File: src/rtl/wb_stage_pipe.sv
// Writeback stage: owns the MEM/WB register, waits on variable-latency load
// data, aligns and extends sub-word loads, and drives the register-file write
// port (also used as the forwarding copy).
//
// state      | meaning
// -----------+------------------------------------------------------------
// S_EMPTY    | nothing to retire, ready to accept
// S_WAIT     | load accepted, waiting for dmem_rvalid_i, memory stage stalled
// S_FULL     | result registered, retiring this cycle, can accept again
module wb_stage_pipe #(
  parameter int XLEN   = 32,
  parameter int REG_AW = 5,
  parameter int SRC_W  = 2
) (
  input  logic              clk,
  input  logic              rst,
  input  logic              m_valid_i,
  output logic              m_ready_o,
  input  logic [XLEN-1:0]   alu_result_i,
  input  logic [XLEN-1:0]   pc_plus4_i,
  input  logic [XLEN-1:0]   imm_i,
  input  logic [REG_AW-1:0] rd_i,
  input  logic              reg_write_i,
  input  logic [SRC_W-1:0]  result_src_i,
  input  logic [2:0]        load_f3_i,
  input  logic              dmem_rvalid_i,
  input  logic [XLEN-1:0]   dmem_rdata_i,
  output logic              rf_we_o,
  output logic [REG_AW-1:0] rf_waddr_o,
  output logic [XLEN-1:0]   rf_wdata_o,
  output logic              retire_o,
  output logic              misalign_o
);

  localparam int LANE_W = $clog2(XLEN / 8);

  localparam logic [1:0] S_EMPTY = 2'd0;
  localparam logic [1:0] S_WAIT  = 2'd1;
  localparam logic [1:0] S_FULL  = 2'd2;

  logic [1:0]        state;
  logic [REG_AW-1:0] ld_rd;
  logic              ld_rw;
  logic [LANE_W-1:0] ld_lane;
  logic [2:0]        ld_f3;

  logic              accept;
  logic              is_load;
  logic [XLEN-1:0]   nl_val;
  logic [XLEN-1:0]   ld_shift;
  logic [XLEN-1:0]   ld_val;
  logic              ld_fault;

  assign m_ready_o = (state != S_WAIT);
  assign accept    = m_valid_i & m_ready_o;
  assign is_load   = (result_src_i == SRC_W'(1));

  // Result mux for instructions that retire without waiting on memory.
  always_comb begin
    nl_val = '0;
    case (result_src_i)
      SRC_W'(0): nl_val = alu_result_i;
      SRC_W'(2): nl_val = pc_plus4_i;
      SRC_W'(3): nl_val = imm_i;
      default:   nl_val = '0;
    endcase
  end

  // Lane alignment, extension and fault detection for returning load data.
  // A faulting load retires with zero data so nothing stale is forwarded.
  always_comb begin
    ld_shift = dmem_rdata_i >> {ld_lane, 3'b000};
    ld_val   = '0;
    ld_fault = 1'b0;
    case (ld_f3)
      3'd0: ld_val = XLEN'($signed(ld_shift[7:0]));
      3'd1: begin
        ld_val   = XLEN'($signed(ld_shift[15:0]));
        ld_fault = ld_lane[0];
      end
      3'd2: begin
        ld_val   = XLEN'($signed(ld_shift[31:0]));
        ld_fault = (ld_lane[1:0] != 2'b00);
      end
      3'd3: begin
        if (XLEN == 64) begin
          ld_val   = ld_shift;
          ld_fault = (ld_lane != '0);
        end else begin
          ld_fault = 1'b1;
        end
      end
      3'd4: ld_val = XLEN'(ld_shift[7:0]);
      3'd5: begin
        ld_val   = XLEN'(ld_shift[15:0]);
        ld_fault = ld_lane[0];
      end
      3'd6: begin
        if (XLEN == 64) begin
          ld_val   = XLEN'(ld_shift[31:0]);
          ld_fault = (ld_lane[1:0] != 2'b00);
        end else begin
          ld_fault = 1'b1;
        end
      end
      default: ld_fault = 1'b1;
    endcase
    if (ld_fault) ld_val = '0;
  end

  // State machine; the retire outputs are registered on entry to S_FULL so
  // they are valid for exactly the S_FULL cycle and the write data holds after.
  always_ff @(posedge clk) begin
    if (rst) begin
      state      <= S_EMPTY;
      ld_rd      <= '0;
      ld_rw      <= 1'b0;
      ld_lane    <= '0;
      ld_f3      <= '0;
      rf_we_o    <= 1'b0;
      rf_waddr_o <= '0;
      rf_wdata_o <= '0;
      retire_o   <= 1'b0;
      misalign_o <= 1'b0;
    end else begin
      rf_we_o    <= 1'b0;
      retire_o   <= 1'b0;
      misalign_o <= 1'b0;
      case (state)
        S_EMPTY, S_FULL: begin
          if (accept && is_load) begin
            state   <= S_WAIT;
            ld_rd   <= rd_i;
            ld_rw   <= reg_write_i;
            ld_lane <= alu_result_i[LANE_W-1:0];
            ld_f3   <= load_f3_i;
          end else if (accept) begin
            state      <= S_FULL;
            rf_we_o    <= reg_write_i & (rd_i != '0);
            rf_waddr_o <= rd_i;
            rf_wdata_o <= nl_val;
            retire_o   <= 1'b1;
          end else begin
            state <= S_EMPTY;
          end
        end
        S_WAIT: begin
          if (dmem_rvalid_i) begin
            state      <= S_FULL;
            rf_we_o    <= ld_rw & (ld_rd != '0) & ~ld_fault;
            rf_waddr_o <= ld_rd;
            rf_wdata_o <= ld_val;
            retire_o   <= 1'b1;
            misalign_o <= ld_fault;
          end
        end
        default: state <= S_EMPTY;
      endcase
    end
  end

endmodule

File: config.mk
export PLATFORM = sky130hd
export DESIGN_NAME = wb_stage_pipe
export DESIGN_NICKNAME = d
export VERILOG_FILES = /design/src/rtl/wb_stage_pipe.sv
export SDC_FILE = /design/constraint.sdc
export NUM_CORES = 1
export LEC_CHECK = 0
export BUFFER_PORTS_ARGS = -buffer_cell sky130_fd_sc_hd__buf_2
export CAP_MARGIN = 20
export CORE_MARGIN = 2
export CORE_UTILIZATION = 45
export DETAILED_ROUTE_END_ITERATION = 12
export PLACE_DENSITY = 0.79
export RECOVER_POWER = 100
export SLEW_MARGIN = 20
export SYNTH_ARGS = -nofsm -noshare
export SYNTH_HDL_FRONTEND = slang
export SYNTH_SLANG_ARGS = --single-unit
File: constraint.sdc
create_clock -name clk -period 2.45 [get_ports clk]
set_clock_uncertainty 0.05 [all_clocks]
set_input_delay 0.49 -clock clk [delete_from_list [all_inputs] [get_ports clk]]
set_output_delay 0.49 -clock clk [all_outputs]
set_load 0.02 [all_outputs]
==> impl_metrics.tcl <==
set metrics [dict create \
    row_count 33 \
    dp_slack_ns 0.344 \
    seqPwrFrac_pct 42.3 \
    place_hpwl_mm 9.97 \
    grt_pass1_wl_mm 21.1 \
    slowest_stage "clkbuf_2" \
    dp_cells 720 \
    synth_top_family_by_area "compound AO/OA/AOI/OAI gates" \
    required_ns 2.63 \
    numCtsBuffers 5 \
    critPathKind "in2reg" \
    cts-root-buf "clkbuf_8" \
    hold_violations 0 \
    worstMarginPinSlew_ns 0.838 \
    cts.repair.resized 0 \
    vias 4288 \
    seq_area_frac_synth_pct 27.3 \
    dr.pass1.iters 4 \
    synth_seq_cells 53 \
    power.share.combinational_pct 31.5 \
    final_cell_area_mm2 0.00490 \
    ir_drop_mv 0.271 \
    finalPower_uw 2310 \
    muxShareOfSynthArea_pct 19.4 \
    crit_arrival_ns 2.35 \
    htreeDepth 2 \
    postCtsSetupBuffers 0 \
    die_area_mm2 0.00941 \
    relSlewSlack_pct 44.0 \
    synth-xor-area-share_pct 0 \
    fmax_ghz 0.462 \
    slowest_delay_ns 0.56 \
    syn_nets 608 \
    leakage_uw 0.00213 \
    drive_above_1_share_pct 30.0 \
    clkPwrFrac_pct 26.2 \
    worst_slack_ns 0.283 \
    report.final.slew_viol_count 0 \
    worstSetupStartpointType "input pin" \
    synthArstFlopShare_pct 0 \
    post-route-period-util_pct 88.4 \
    p_sw_uw 766 \
    totalWireLength_mm 12.9 \
    grt_util_all_layers_pct 27.1 \
    antenna_found_initial 0 \
    insertion_delay_ns 0.31 \
    synth_simple_gate_area_share_pct 15.9 \
    synth-compound-area-share_pct 30.4 \
    cts_buffer_depth 2 \
    crit_chain "clkbuf_1 > nand2b_1 > a22oi_2 > clkbuf_2 > a21oi_1 > a211oi_1" \
    fin_nets 765 \
    initial_utilization_pct 46.9 \
    ant_nets 0 \
    path_clk_slew_ns 0.09 \
    status "complete, no violations" \
    cts_tree "yes" \
    drt_iter0_drc 265 \
    min_period_ns 2.17 \
    grt_pass1_vias 4273 \
    fp.dieW_um 97.0 \
    post_drt_via_cell_ratio 5.89 \
    die_h_um 97.0 \
    gp_congestion 0.934 \
    pin_count 184 \
    p_per_area_mw_per_mm2 471 \
    yosysUniqueCellTypes 46 \
    holdBufCountCts 0 \
    final_common_cell "buf_2" \
    drv_cap 0 \
    synth_edf_count 0 \
    diodes 0 \
    synth-adder-area-share_pct 0 \
    cp_max_fo 32 \
    wl_per_cell_um 17.8 \
    grt_setup_unrepaired "false" \
    avgSynthCellArea_um2 8.37 \
    internal-power_uw 1540 \
    grt_overflow 0 \
    setup_viol 0 \
    end_kind "flip-flop" \
    clock-sinks 53 \
    synthesis.area_mm2 0.00389 \
    yosysWarnings 0 \
    most-common-layout-cells "buf_2 (141), mux2i_1 (64), dfxtp_1 (52)" \
    fp.coreArea_mm2 0.00830 \
    grt_max_degree 44 \
    placed_area_mm2 0.00485 \
    synth-main-ff-cell "dfxtp_1" \
    drc 0 \
    p_sw_share_pct 33.2 \
    port_buffers 183 \
    setup_tns_ns 0 \
    hold_path_class "in2reg" \
    syn-instance-count 465 \
    layout.cells.non_filler 728 \
    syn_to_final_growth_pct 25.9 \
]
## routing by layer
metal	vias up	GRT usage, %	share of wire, %
met1	1976	34.8	40
met3	40	3.76	7.3
met5	-	0	0
li1	2048	-	-
met2	224	45.8	48
met4	0	10.6	4.0
## layout make-up
type / count / area, µm²
Tap cell: 105 / 131
Clock buffer: 6 / 72.6
Inverter: 2 / 7.51
Timing Repair Buffer: 202 / 1020
Multi-Input combinational cell: 358 / 2560
Fill cell: 776 / 3400
Clock inverter: 2 / 38.8
Sequential cell: 53 / 1060
## critical path: cells and delay by family
family / cells / cell delay (ns)
and+or+nand+nor: 1 / 0.28
buffers and inverters: 2 / 1.03
AOI/OAI and AO/OA: 3 / 0.53
## logic make-up (layout without fill, tap and decap cells)
| group | count (synthesis) | in the layout |
|---|---|---|
| compound gates | 160 | 160 |
| buf+inv | 54 | 212 |
| flops | 53 | 53 |
| mux | 73 | 73 |
| simple gates | 125 | 125 |
## cell usage after synthesis, types with 2 or more instances
cell        n  area share, %
a211oi_2    2           0.64
buf_4       3           0.58
nor3_1      8            1.0
nor3b_1     6            1.2
a31oi_1    12            1.9
clkbuf_1   26            2.5
nand2_1    41            4.0
mux2_2      8            2.3
o2bb2ai_1   7            1.6
nor3b_2     2           0.64
inv_1       2           0.19
mux2i_1    64             16
buf_6       4            1.2
nand2b_1   17            2.7
o21bai_1   16            3.1
buf_2      14            1.8
a221oi_1    7            1.6
a211o_1    10            2.2
a311oi_1    5            1.1
a32oi_1     2           0.45
a21o_1      4           0.77
nor2b_1     6           0.96
dfxtp_1    53             27
a21oi_1    40            5.1
o31ai_1    16            3.1
a22o_1      9            2.0
a211oi_1   24            4.6
nor2_1     36            3.5
buf_1       4           0.39
## worst paths after layout
kind,start,to,slack (ns),cells after the start
worst max register to register,ld_lane[0]$_SDFFE_PP0P_,rf_wdata_o[15]$_SDFFE_PP0P_,0.37,4
worst max-delay path,result_src_i[0],rf_wdata_o[31]$_SDFFE_PP0P_,0.28,6
worst min-delay path,load_f3_i[0],ld_f3[0]$_SDFFE_PP0P_,0.36,3
worst min register to register,ld_rw$_SDFFE_PP0P_,ld_rw$_SDFFE_PP0P_,0.41,2
## sequential cells by signal, summed over array words and instances (netlist names)
signal / flops
retire_o: 1
rf_we_o: 1
rf_waddr_o: 5
ld_lane: 2
ld_rd: 5
ld_f3: 3
rf_wdata_o: 32
ld_rw: 1
misalign_o: 1
state: 2
## per-stage QoR
step / hold WS (ns) / util [%]
final: 0.363 / 59.0
after global routing: 0.373 / 59.0
after CTS: 0.361 / 59.8
after detailed placement: 0.397 / 58.4
after global placement: 0.392 / 58.4
after floorplan: 0.382 / -
## power by group through the flow
stage	Clock, µW	Combinational (µW)	Sequential [µW]
5_1_grt	646	793	982
3_5_place_dp	0	739	991
3_3_place_gp	0	716	990
6_report	605	727	975
2_1_floorplan	0	391	1050
4_1_cts	610	742	972
(Power assumes the default switching activity.)
